==> src/rtl/prm_chk_pkg.sv <==
// rtl/prm_chk_pkg.sv - shared types for the PRM edge check scheduler
package prm_chk_pkg;

   localparam int CODE_W = 15;

   typedef logic [CODE_W-1:0] edge_code_t;

   typedef enum logic [2:0] {
      IDLE,
      FETCH,
      LOAD,
      CHECK,
      EMIT,
      DONE
   } state_e;

endpackage

==> src/rtl/prm_chk_reduce.sv <==
// rtl/prm_chk_reduce.sv - masked OR-reduce of the checker bank into the blocked flag
module prm_chk_reduce #(
   parameter int N_CHK = 8
) (
   input  logic             clk,
   input  logic             rst,
   input  logic             en_i,
   input  logic [N_CHK-1:0] chk_mask_i,
   input  logic [N_CHK-1:0] occ_i,
   output logic             blk_o
);

   logic blk_q;
   logic blk_d;

   // Only occupied cells can block an edge.
   assign blk_d = |(chk_mask_i & occ_i);

   always_ff @(posedge clk or posedge rst) begin
      if (rst) begin
         blk_q <= 1'b0;
      end else if (en_i) begin
         blk_q <= blk_d;
      end
   end

   assign blk_o = blk_q;

endmodule

==> src/rtl/prm_edge_chk_sched.sv <==
// rtl/prm_edge_chk_sched.sv - sequences PRM edges through the obstacle checker bank
// Optional early exit on first blocked edge: PRM_EARLY_EXIT_EN.
module prm_edge_chk_sched
   import prm_chk_pkg::*;
#(
   parameter int N_CHK = 8,
   parameter int AW    = 10,
   parameter int CNT_W = AW + 1
) (
   input  logic              clk,
   input  logic              rst,
   input  logic              start,
   input  logic [AW-1:0]     start_idx,
   input  logic [CNT_W-1:0]  edge_cnt,
   input  logic [N_CHK-1:0]  occ_en,
   output logic              busy,
   output logic              done,
   output logic              done_early,
   output logic              rom_en,
   output logic [AW-1:0]     rom_addr,
   input  edge_code_t        rom_data,
   output edge_code_t        chk_code,
   input  logic [N_CHK-1:0]  chk_mask,
   output logic              res_valid,
   input  logic              res_ready,
   output logic [AW-1:0]     res_idx,
   output logic              res_blocked,
   output logic [CNT_W-1:0]  blk_cnt
);

   state_e           state_q;
   logic [AW-1:0]    idx_q;
   logic [AW-1:0]    idx_d;
   logic [CNT_W-1:0] rem_q;
   logic [CNT_W-1:0] rem_d;
   logic [CNT_W-1:0] blk_cnt_q;
   logic [CNT_W-1:0] blk_cnt_d;
   logic [N_CHK-1:0] occ_q;
   edge_code_t       chk_code_q;
   logic             busy_q;
   logic             done_q;
   logic             rom_en_q;
   logic             res_valid_q;
   logic             blk_q;
   logic             stop_d;
`ifdef PRM_EARLY_EXIT_EN
   logic             done_early_q;
   logic             early_d;
`endif

   prm_chk_reduce #(
      .N_CHK(N_CHK)
   ) u_reduce (
      .clk        (clk),
      .rst        (rst),
      .en_i       (state_q == CHECK),
      .chk_mask_i (chk_mask),
      .occ_i      (occ_q),
      .blk_o      (blk_q)
   );

   assign idx_d     = idx_q + AW'(1);
   assign rem_d     = rem_q - CNT_W'(1);
   assign blk_cnt_d = blk_cnt_q + CNT_W'(blk_q);

`ifdef PRM_EARLY_EXIT_EN
   assign early_d = blk_q & (rem_d != '0);
   assign stop_d  = (rem_d == '0) | blk_q;
`else
   assign stop_d  = (rem_d == '0);
`endif

   // Pulse outputs (rom_en, done) are raised on entry to the state that owns them.
   always_ff @(posedge clk or posedge rst) begin
      if (rst) begin
         state_q     <= IDLE;
         idx_q       <= '0;
         rem_q       <= '0;
         blk_cnt_q   <= '0;
         occ_q       <= '0;
         chk_code_q  <= '0;
         busy_q      <= 1'b0;
         done_q      <= 1'b0;
         rom_en_q    <= 1'b0;
         res_valid_q <= 1'b0;
`ifdef PRM_EARLY_EXIT_EN
         done_early_q <= 1'b0;
`endif
      end else begin
         rom_en_q <= 1'b0;
         done_q   <= 1'b0;
`ifdef PRM_EARLY_EXIT_EN
         done_early_q <= 1'b0;
`endif
         case (state_q)
            IDLE: begin
               if (start) begin
                  busy_q    <= 1'b1;
                  blk_cnt_q <= '0;
                  if (edge_cnt != '0) begin
                     idx_q    <= start_idx;
                     rem_q    <= edge_cnt;
                     occ_q    <= occ_en;
                     rom_en_q <= 1'b1;
                     state_q  <= FETCH;
                  end else begin
                     done_q  <= 1'b1;
                     state_q <= DONE;
                  end
               end
            end
            FETCH: begin
               state_q <= LOAD;
            end
            LOAD: begin
               chk_code_q <= rom_data;
               state_q    <= CHECK;
            end
            CHECK: begin
               res_valid_q <= 1'b1;
               state_q     <= EMIT;
            end
            EMIT: begin
               if (res_ready) begin
                  res_valid_q <= 1'b0;
                  blk_cnt_q   <= blk_cnt_d;
                  idx_q       <= idx_d;
                  rem_q       <= rem_d;
                  if (stop_d) begin
                     done_q  <= 1'b1;
`ifdef PRM_EARLY_EXIT_EN
                     done_early_q <= early_d;
`endif
                     state_q <= DONE;
                  end else begin
                     rom_en_q <= 1'b1;
                     state_q  <= FETCH;
                  end
               end
            end
            DONE: begin
               busy_q  <= 1'b0;
               state_q <= IDLE;
            end
            default: begin
               state_q <= IDLE;
            end
         endcase
      end
   end

   assign busy        = busy_q;
   assign done        = done_q;
   assign rom_en      = rom_en_q;
   assign rom_addr    = idx_q;
   assign chk_code    = chk_code_q;
   assign res_valid   = res_valid_q;
   assign res_idx     = idx_q;
   assign res_blocked = blk_q;
   assign blk_cnt     = blk_cnt_q;
`ifdef PRM_EARLY_EXIT_EN
   assign done_early  = done_early_q;
`else
   assign done_early  = 1'b0;
`endif

endmodule

==> config.mk <==
export PLATFORM = sky130hd
export DESIGN_NAME = prm_edge_chk_sched
export DESIGN_NICKNAME = d
export VERILOG_FILES = /design/src/rtl/prm_chk_pkg.sv /design/src/rtl/prm_chk_reduce.sv /design/src/rtl/prm_edge_chk_sched.sv
export SDC_FILE = /design/constraint.sdc
export NUM_CORES = 1
export LEC_CHECK = 0
export BUFFER_PORTS_ARGS = -buffer_cell sky130_fd_sc_hd__buf_2
export CORE_AREA = 2 2 134 71
export CTS_BUF_LIST = sky130_fd_sc_hd__clkbuf_4
export DETAILED_ROUTE_END_ITERATION = 8
export DIE_AREA = 0 0 136 73
export GPL_TIMING_DRIVEN = 0
export MAX_ROUTING_LAYER = met4
export SKIP_CTS_REPAIR_TIMING = 1
export SYNTH_ARGS = -nofsm -noshare
export SYNTH_HDL_FRONTEND = slang
export SYNTH_SLANG_ARGS = --single-unit
==> constraint.sdc <==
create_clock -name clk -period 2.4 [get_ports clk]
set_input_delay 0.24 -clock clk [delete_from_list [all_inputs] [get_ports clk]]
set_output_delay 0.24 -clock clk [all_outputs]
set_load 0.01 [all_outputs]
==> impl_results.md <==
* Synth warn at 0
* Fin. max-slew vios at 0
* Routed length per instance at 15.9 µm
* Final Skew at 13.8 ps
* First-pass GRT wire length at 14.7 mm
* Status: finished, violations left
* Yosys top cell area share at 46.3%
* Routed vias at 3,103
* Fmax at 434 MHz
* Final setup fails at 0
* HP Class: in2async
* Crit path required time at 2770 ps
* Worst setup EP type: flop
* Cell internal pwr at 3.29 mW
* Antenna violations before repair at 0
* Worst skew pair latency at 430 ps
* Die area at 9930 µm²
* Gr usage total at 20.1%
* Violated checks: negative hold slack
* Final Hold Viols at 63
* Area after DPL at 4090 µm²
* Power share of the clock group at 17.5%
* Largest net degree at the start of global routing at 64
* Main flop type after synthesis: dfrtp_1
* Combinational group share of total power at 47.7%
* CTS root buf: clkbuf_4
* R2R Path Start: rem_q[0]$_DFFE_PP0P_
* Mapped Area at 3400 µm²
* Most frequent cell after synthesis: dfrtp_1
* Synth unique cells at 53
* Largest area contributor in the netlist: dfrtp_1
* Global route overflow at 0
* Port Buffer Count at 106
* Detail Placement HPWL at 6.97 mm
* Initial core utilization at 38.0%
* Clk sinks at 63
* Die height at 73 µm
* Area grow syn2layout at 28.2%
* Critical path fanouts, max at 10
* Pwr Density at 1260 nW/µm²
* Post-synth ARST share at 100%
* NetSw at 2.21 mW
* DRC violations left at 0
* # Max-Cap Violations at 0
* Lkg Pwr at 2.01 nW
* Clk slew on worst S/H paths at 120 ps
* Top post-synthesis cells by count: dfrtp_1, nor2_1, nand2_1, mux2_2, a21oi_1
* Via density at 5.20
* Nets@finish at 532
* DRT Wirelength at 9.51 mm
* CTS buffer count at 9
* Tcrit/Tclk final at 96.0%
* Vias in the first global route at 2,834
* Share of cells above drive strength 1 at 38.0%
* Least-Margin Pin Slew at 939 ps
* Detail Route Antenna Nets at 0
* Crit path launch type: flop
* Crit path from: rem_q[0]$_DFFE_PP0P_
* Slew HR at 36.9%
* FILL cells at 891
* Mapped Cells at 345
* Final GP Congestion at 0.929
* Seq/Total Area, Yosys at 46.3%
* Sw Share at 40.2%
* Row cnt at 25
* CTS max path bufs at 2
* Max VDD drop at 555 µV
* Setup CP Type: reg2reg
* Htree depth at 3
* Synth Area per Inst at 9.86 µm²
* Io pins at 108
* Diodes inserted at 0
* CTS tree: built
* Synth area leaders: dfrtp_1, mux2_2, nor2_1
* Number of flops mapped to enable cells by yosys at 0
* Initial DRT Pass Iterations at 4
* Min Hold Slack at -54.0 ps
* Core footprint at 8950 µm²
* 1st-iter DRT viols at 243
* Die width at 136 µm
* Yosys reg bits at 63
* Syn_nets at 406
* WP data arrival at 2680 ps
* Minimum clock period after layout at 2300 ps
* Design area at 4360 µm²
* Seq pwr share at 34.8%
registers in the layout, summed over array words and instances, names as in the netlist:
name	cells
res_idx	10
busy	1
done	1
chk_code	15
occ_q	8
res_valid	1
blk_cnt	11
u_reduce.blk_o	1
rom_en	1
rem_q	11
state_q	3
layout make-up:
type	instances	area, µm²	share of cell area, %
Clock inverter	7	120	2.75
Inverter	6	25.0	0.573
Multi-Input combinational cell	247	1610	36.9
Buffer	29	199	4.56
Tap cell	121	151	3.47
Timing Repair Buffer	115	613	14.0
Clock buffer	9	67.6	1.55
Sequential cell	63	1580	36.1
worst max-delay path, cell delays in order, from the launching register on:
cell	delay (ps)
dfrtp_1	450
inv_1	110
ha_1	140
buf_2	220
nor3b_4	270
nand4_1	170
a221o_1	420
a211oi_2	250
a2bb2o_1	220
metrics by stage:
| step | setup slack [ps] | util [%] | TNS (ps) | total power [mW] | cells |
|---|---|---|---|---|---|
| 2_1_floorplan | 456 | - | 0 | 3.65 | 345 |
| 3_3_place_gp | -369 | 45.7 | -22870 | 4.43 | 572 |
| 3_5_place_dp | 15.3 | 45.7 | 0 | 4.50 | 572 |
| 4_1_cts | -17.0 | 47.8 | -17.0 | 5.48 | 588 |
| 5_1_grt | -2.07 | 48.8 | -2.07 | 5.89 | 597 |
| 6_report | 95.9 | 48.8 | 0 | 5.50 | 597 |
power by group through the flow:
stage | Clock (mW) | Combinational [mW] | Sequential (mW)
floorplan | 0 | 1.70 | 1.95
global placement | 0 | 2.53 | 1.90
detailed placement | 0 | 2.58 | 1.92
CTS | 0.988 | 2.59 | 1.90
global route | 1.03 | 2.88 | 1.97
finish | 0.963 | 2.62 | 1.91
logic make-up after synthesis:
kind of cell,after synthesis,synth area share [%]
AO/OA/AOI/OAI,89,16.9
XOR/XNOR,8,2.06
adder cells (fa/ha/maj),5,1.84
buffers and inverters,35,6.51
flip-flops,63,46.3
multiplexers,25,8.20
other,1,0.110
AND/OR/NAND/NOR,119,18.1
metal layers:
layer / GRT usage (%) / part of all wire (%) / vias up
li1: - / - / 1497
met1: 30.0 / 52 / 1471
met2: 25.9 / 39 / 125
met3: 5.76 / 8.3 / 10
met4: 5.90 / 0.94 / 0
met5: - / 0 / -
cells in the final DEF, fill, tap and decap left out, drive strengths merged, types with 4 or more instances in the layout:
master,netlist,routed
nand4,4,4
a2bb2oi,5,5
nor4,5,5
a22oi,5,5
clkbuf,8,17
o21ai,25,25
xnor2,5,5
dfrtp,63,63
nor3,10,10
buf,21,130
mux2,23,23
or3,4,4
nand3,13,13
a31oi,5,5
o22ai,8,8
o22a,4,4
dlygate4sd3,0,6
a21oi,19,19
inv,6,7
ha,5,5
nor2,34,34
nand2,29,29
final timing paths:
check                           slack, ps                       to  cells after the start
worst max register to register        100           done$_DFF_PP0_                      8
worst min register to register        510  chk_code[8]$_DFFE_PP0P_                      1
worst max-delay path                  100           done$_DFF_PP0_                      8
max in group asynchronous            1910   blk_cnt[9]$_DFFE_PP0P_                      2
min in group clk                       40     occ_q[0]$_DFFE_PP0P_                      2
worst min-delay path                  -50   res_idx[7]$_DFFE_PP0P_                      2
Note: power is estimated with default switching activity, not from simulation.
